**src/rtl/pitt_pkg.sv**
```systemverilog
// Shared constants and helpers for the elastic pipeline register family.
package pitt_pkg;

   localparam int DEF_WIDTH      = 32;
   localparam int MAX_PIPE_DEPTH = 16;

   function automatic int CNT_W(input int depth);
      return $clog2(depth + 1);
   endfunction

endpackage

```
**src/rtl/rgstr_pipe_stage.sv**
```systemverilog
// One elastic stage: a valid bit plus a WIDTH-bit data register.
// Bubbles update only the valid bit, so idle cycles never toggle the data flops.
module rgstr_pipe_stage
   import pitt_pkg::*;
#(
   parameter int WIDTH = DEF_WIDTH
) (
   input  logic             Clk,
   input  logic             Rst,
   input  logic             Clr,
   input  logic             Adv,
   input  logic             Vin,
   input  logic [WIDTH-1:0] N,
   output logic             Vout,
   output logic [WIDTH-1:0] Q
);

   logic             vld_q, vld_d;
   logic [WIDTH-1:0] dat_q, dat_d;
   logic             dat_en;

   // Clear empties the stage but leaves the data word untouched.
   assign dat_en = Adv & Vin & ~Clr;

   always_comb begin
      vld_d = vld_q;
      dat_d = dat_q;
      if (Clr) begin
         vld_d = 1'b0;
      end else if (Adv) begin
         vld_d = Vin;
      end
      if (dat_en) begin
         dat_d = N;
      end
   end

   always_ff @(posedge Clk) begin
      if (Rst) begin
         vld_q <= 1'b0;
         dat_q <= '0;
      end else begin
         vld_q <= vld_d;
         dat_q <= dat_d;
      end
   end

   assign Vout = vld_q;
   assign Q    = dat_q;

endmodule

```
**src/rtl/rgstr_pipe.sv**
```systemverilog
// Elastic pipeline register: DEPTH valid/ready stages with bubble compaction,
// synchronous flush and an occupancy count derived from the valid bits.
module rgstr_pipe
   import pitt_pkg::*;
#(
   parameter int WIDTH = DEF_WIDTH,
   parameter int DEPTH = 2
) (
   input  logic                        Clk,
   input  logic                        Rst,
   input  logic [WIDTH-1:0]            N,
   input  logic                        In_valid,
   output logic                        In_ready,
   output logic [WIDTH-1:0]            Q,
   output logic                        Out_valid,
   input  logic                        Out_ready,
   input  logic                        Flush,
   output logic [CNT_W(DEPTH)-1:0]     Count
);

   localparam int CW = CNT_W(DEPTH);

   if ((DEPTH < 1) || (DEPTH > MAX_PIPE_DEPTH)) begin : g_depth_chk
      $fatal(1, "rgstr_pipe: DEPTH=%0d outside 1..%0d", DEPTH, MAX_PIPE_DEPTH);
   end

   logic [DEPTH-1:0] vld;
   logic [DEPTH-1:0] adv;
   logic [WIDTH-1:0] dat [DEPTH];

   // A stage may advance if it is empty or the stage downstream advances.
   always_comb begin
      logic carry;
      carry = Out_ready;
      adv   = '0;
      for (int s = DEPTH - 1; s >= 0; s--) begin
         carry  = ~vld[s] | carry;
         adv[s] = carry;
      end
   end

   for (genvar s = 0; s < DEPTH; s++) begin : g_stage
      logic             vin;
      logic [WIDTH-1:0] din;
      if (s == 0) begin : g_head
         assign vin = In_valid;
         assign din = N;
      end else begin : g_body
         assign vin = vld[s-1];
         assign din = dat[s-1];
      end

      rgstr_pipe_stage #(
         .WIDTH (WIDTH)
      ) u_stage (
         .Clk  (Clk),
         .Rst  (Rst),
         .Clr  (Flush),
         .Adv  (adv[s]),
         .Vin  (vin),
         .N    (din),
         .Vout (vld[s]),
         .Q    (dat[s])
      );
   end

   always_comb begin
      Count = '0;
      for (int s = 0; s < DEPTH; s++) begin
         Count = Count + CW'(vld[s]);
      end
   end

   assign In_ready  = adv[0] & ~Flush;
   assign Out_valid = vld[DEPTH-1] & ~Flush;
   assign Q         = dat[DEPTH-1];

endmodule

```
**config.mk**
```make
export PLATFORM = sky130hd
export DESIGN_NAME = rgstr_pipe
export DESIGN_NICKNAME = d
export VERILOG_FILES = /design/src/rtl/pitt_pkg.sv /design/src/rtl/rgstr_pipe_stage.sv /design/src/rtl/rgstr_pipe.sv
export SDC_FILE = /design/constraint.sdc
export NUM_CORES = 1
export LEC_CHECK = 0
export CAP_MARGIN = 20
export CELL_PAD_IN_SITES_DETAIL_PLACEMENT = 1
export CELL_PAD_IN_SITES_GLOBAL_PLACEMENT = 2
export CORE_ASPECT_RATIO = 0.8
export CORE_MARGIN = 5
export CORE_UTILIZATION = 31
export DETAILED_ROUTE_END_ITERATION = 12
export HOLD_SLACK_MARGIN = 0.08
export MAX_ROUTING_LAYER = met4
export PLACE_DENSITY = 0.85
export REMOVE_ABC_BUFFERS = 1
export SLEW_MARGIN = 30
export SYNTH_ARGS = -nofsm -noshare
export SYNTH_HDL_FRONTEND = slang
export SYNTH_SLANG_ARGS = --single-unit
```
**constraint.sdc**
```tcl
create_clock -name Clk -period 2.3 [get_ports Clk]
set_input_delay 0.345 -clock Clk [delete_from_list [all_inputs] [get_ports Clk]]
set_output_delay 0.345 -clock Clk [all_outputs]
set_load 0.01 [all_outputs]
```
After elaboration in Yosys (flattened, before gate mapping)
Cells that the tools add are included.
- $add $sub $neg: 1
- bitwise operators: 11
- reductions and logical operators: 1
- operators with widths (cell ; count):
    bitwise AND 1 bit ; 6
    inverter 1 bit ; 3
    adder 1 x 1 -> 2 bit ; 1
    OR 1 bit ; 2
    OR reduction 2 bit ; 1
- flip-flop bits (word level): 66
- word-level logic and storage cells: 17

Longest topological paths before layout
- depth after elaboration: 5
- mapped depth: 5

Modules after synthesis
From an unflattened synthesis, not the netlist that was laid out.
- cell total of the unflattened synthesis: 291
- area total of the unflattened synthesis: 3066.7 µm²
- by module, submodules not included (module ; times used ; cells an instance ; area each (µm²)):
    rgstr_pipe_stage ; 2 ; 143 ; 1503.9
    rgstr_pipe ; 1 ; 5 ; 58.8

Worst setup path before layout
Ideal clock, no wire load.
- path type: flip-flop to output port
- start: reg g_stage[1].u_stage.vld_q
- end: out In_ready
- data arrival time: 929 ps
- slack: 1026 ps
- cell stages (with the launch flop): 5
- buffers on the path: 2
- cell sequence: dfxtp_1 nor2b_4 buf_6 buf_2 a21oi_1
- cells in the longest elaborated chain, start to end: 4
- ends and longest elaborated chain (element ; line ; source):
    start: declaration ; rgstr_pipe_stage.sv:18 ; logic vld_q, vld_d;
    start signal: assignment ; rgstr_pipe_stage.sv:43 ; vld_q <= vld_d;
    inverter 1 bit ; rgstr_pipe.sv:37 ; carry = ~vld[s] | carry;
    OR 1 bit (2 in series) ; rgstr_pipe.sv:37 ;
    bitwise AND 1 bit ; rgstr_pipe.sv:74 ; assign In_ready = adv[0] & ~Flush;
    end: declaration ; rgstr_pipe.sv:13 ; output logic In_ready,
No other way between the ends.

Worst setup path after layout
- start: in Out_ready
- end: out In_ready
- cells in the longest elaborated chain, start to end: 3
- ends and longest elaborated chain (element ; line ; source):
    start: declaration ; rgstr_pipe.sv:16 ; input logic Out_ready,
    OR 1 bit (2 in series) ; rgstr_pipe.sv:37 ;
    bitwise AND 1 bit ; rgstr_pipe.sv:74 ;
No other way between the ends.

==> impl_metrics.py <==
metrics = {
    "min_path": {
        "hold_path.class": "reg -> reg",
        "hold_path_depth": 2,
        "whs_endpoint": "g_stage[1].u_stage.Q[10]",
        "holdCritStartpoint": "g_stage[0].u_stage.Q[10]",
    },
    "timing": {
        "hold_violations": 0,
        "relSlewSlack_pct": 73.6,
        "finalCritPeriodShare_pct": 85.1,
        "final-setup-viol-count": 0,
        "hold_ws_ns": 0.464,
        "fin_tns_setup_ns": 0,
        "finalClockSkew_ns": 0.00541,
        "slew_viol_final": 0,
        "worstMarginPinSlew_ns": 0.396,
        "fin_crit_ns": 1.96,
        "clock.fmax_mhz": 511,
        "rsz0062_at_grt": "false",
    },
    "drt": {
        "routed_wl_mm": 7.44,
        "viasPerCell": 4.86,
        "dr.pass1.iters": 4,
        "postRouteAntennaNets": 0,
        "drtIter0Drc": 111,
        "drcViolationCount": 0,
        "wl_per_cell_um": 15.5,
        "dr_total_vias": 2335,
    },
    "grt": {
        "grt_pass1_vias": 2445,
        "grt_pass1_wl_mm": 12.0,
        "antenna_found_initial": 0,
        "globalRouteOverflowTotal": 0,
        "grt_usage_pct": 14.4,
        "grt_max_degree": 99,
    },
    "cts": {
        "htreeDepth": 3,
        "cts_buffers": 9,
        "cts_tree": "built",
        "postCtsSetupBuffers": 0,
        "hold_buffers": 0,
        "cts_resized": 0,
        "cts-root-buf": "clkbuf_16",
        "clk_pin_slew_worst_paths_ns": 0.05,
        "cts_buffer_depth": 2,
        "numClockSinks": 66,
        "clk_latency_ns": 0.32,
    },
    "floorplanning": {
        "die_y_um": 95.1,
        "core_um2": 8960,
        "dieArea_um2": 11100,
        "rows": 31,
        "pin_count": 73,
        "start_util_pct": 31.4,
        "die_w_um": 116,
    },
    "setup_path": {
        "cp.arrival_ns": 1.61,
        "r2r_slack_ns": 0.82,
        "path_max_fanout": 2,
        "cp.required_ns": 1.96,
        "r2r-end": "g_stage[0].u_stage.Q[9]",
        "reg2reg_depth": 5,
        "r2r-start": "g_stage[1].u_stage.Vout",
        "start_kind": "input port",
        "critPathKind": "in -> out",
        "cp-end-kind": "output pin",
    },
    "synthesis": {
        "synth_cells": 299,
        "netlist_area_um2": 2810,
        "postSynthAreaPerCell_um2": 9.39,
        "ys_seq_area_share_pct": 47.0,
        "synthAdderAreaFrac_pct": 0.445,
        "synth-simple-area-share_pct": 22.1,
        "muxShareOfSynthArea_pct": 11.4,
        "synthDistinctLibCells": 17,
        "yosysWarnings": 0,
        "synth_compound_area_share_pct": 12.3,
        "synth_top_family_by_area": "simple AND/OR/NAND/NOR gates",
        "yosys.area_share.xor_xnor_pct": 0,
        "ys_seq_elements": 66,
    },
    "cells_and_area": {
        "diodes": 0,
        "fillers": 1051,
        "drive_gt1_share_pct": 6.85,
        "fin_area_um2": 3870,
        "synthToLayoutAreaGrowth_pct": 37.6,
        "fin_nets": 399,
        "fin_cells": 480,
    },
    "placement": {
        "numPlacedInstances": 465,
        "numPortBuffers": 72,
        "place_hpwl_mm": 4.54,
        "gp_congestion": 0.685,
        "postPlaceCellArea_um2": 3560,
    },
    "flow_run": {
        "maxCapViolCount": 0,
    },
    "power_and_ir_drop": {
        "p_sw_uw": 580,
        "p_leak_uw": 0.00133,
        "p_int_uw": 2220,
        "total_power_uw": 2800,
        "p_clk_share_pct": 49.6,
        "ir_drop_v": 0.000348,
        "pwr_density_cell_nw_per_um2": 725,
        "p_comb_share_pct": 7.7,
        "p_seq_share_pct": 42.7,
        "swShare_pct": 20.7,
    },
    "outcome": {
        "outcome": "completed",
    },
}
[how the worst max path moves through the flow]
stage / endpoint / slack (ns) / from / cells past startpoint
global placement: In_ready / 0.34 / Out_ready / 4
global route: Count[0] / 0.29 / g_stage[0].u_stage.Vout / 2
floorplan: g_stage[1].u_stage.Q[0] / 0.38 / g_stage[0].u_stage.Vout / 3
CTS: In_ready / 0.34 / Out_ready / 4
detailed placement: g_stage[0].u_stage.Q[4] / 0.33 / Out_ready / 6
finish: In_ready / 0.34 / Out_ready / 4
[layout by cell type, fill, tap and decap left out, types with 2 or more instances in the layout]
cell	instances
nand2b_1	66
clkbuf_16	9
dfxtp_1	66
clkbuf_8	3
buf_12	2
mux2i_1	32
buf_4	5
clkdlybuf4s50_1	71
a21oi_1	34
nand3_1	32
nor3_1	2
o21ai_0	32
[cell type report]
| type | count | area (um^2) | share of cell area, % |
|---|---|---|---|
| Multi-Input combinational cell | 205 | 1300 | 33.7 |
| Tap cell | 115 | 144 | 3.72 |
| Clock buffer | 13 | 270 | 6.99 |
| Clock inverter | 2 | 35.0 | 0.906 |
| Timing Repair Buffer | 79 | 793 | 20.5 |
| Sequential cell | 66 | 1320 | 34.2 |
[metal layers]
metal  vias to the layer above  GRT usage [%]  share of wire, %
met2                        59           22.6                46
met4                         0           3.19              0.86
met5                         -              -                 0
met1                      1135           18.3                48
met3                         7           4.63               4.9
li1                       1134              -                 -
[synthesized netlist by cell type]
cell type	number	share of area, %
dfxtp_1	66	47
nand2b_1	66	15
a21oi_1	34	6.1
mux2i_1	32	11
nand3_1	32	5.7
o21ai_0	32	5.7
clkbuf_1	18	2.4
buf_6	4	1.6
buf_12	3	2.1
buf_2	3	0.53
nor2b_1	2	0.45
nor3_1	2	0.36
a21oi_4	1	0.58
ha_1	1	0.45
nor2_1	1	0.13
nor2b_4	1	0.49
or2b_1	1	0.27
[logic make-up (layout without fill, tap and decap cells)]
| kind of cell | Yosys count | count (layout) |
|---|---|---|
| AOI/OAI and AO/OA | 67 | 67 |
| adders and majority gates | 1 | 1 |
| buffers and inverters | 28 | 94 |
| DFF | 66 | 66 |
| muxes | 32 | 32 |
| and+or+nand+nor | 105 | 105 |
[worst max-delay path, cell delays in order]
cell	delay (ns)
clkdlybuf4s50_1	0.53
nor2b_4	0.05
a21oi_1	0.13
clkdlybuf4s50_1	0.55
[per-stage QoR]
| stage | util [%] | worst slack, ns |
|---|---|---|
| 2_1_floorplan | - | 0.377 |
| 3_3_place_gp | 39.7 | 0.338 |
| 3_5_place_dp | 39.7 | 0.334 |
| 4_1_cts | 43.2 | 0.335 |
| 5_1_grt | 43.2 | 0.292 |
| 6_report | 43.2 | 0.343 |
[registers in the layout, indices dropped and copies added, names as in the netlist]
| signal | count |
|---|---|
| g_stage.u_stage.Q | 64 |
| g_stage.u_stage.Vout | 2 |
[power by group through the flow]
stage	clock, uW	sequential, uW	combinational, uW
after detailed placement	0	1220	219
after global placement	0	1220	213
after floorplan	0	1220	90.3
after global routing	1480	1200	237
after CTS	1430	1200	220
final	1390	1200	217
No activity file was read; power rests on OpenSTA's default activity.
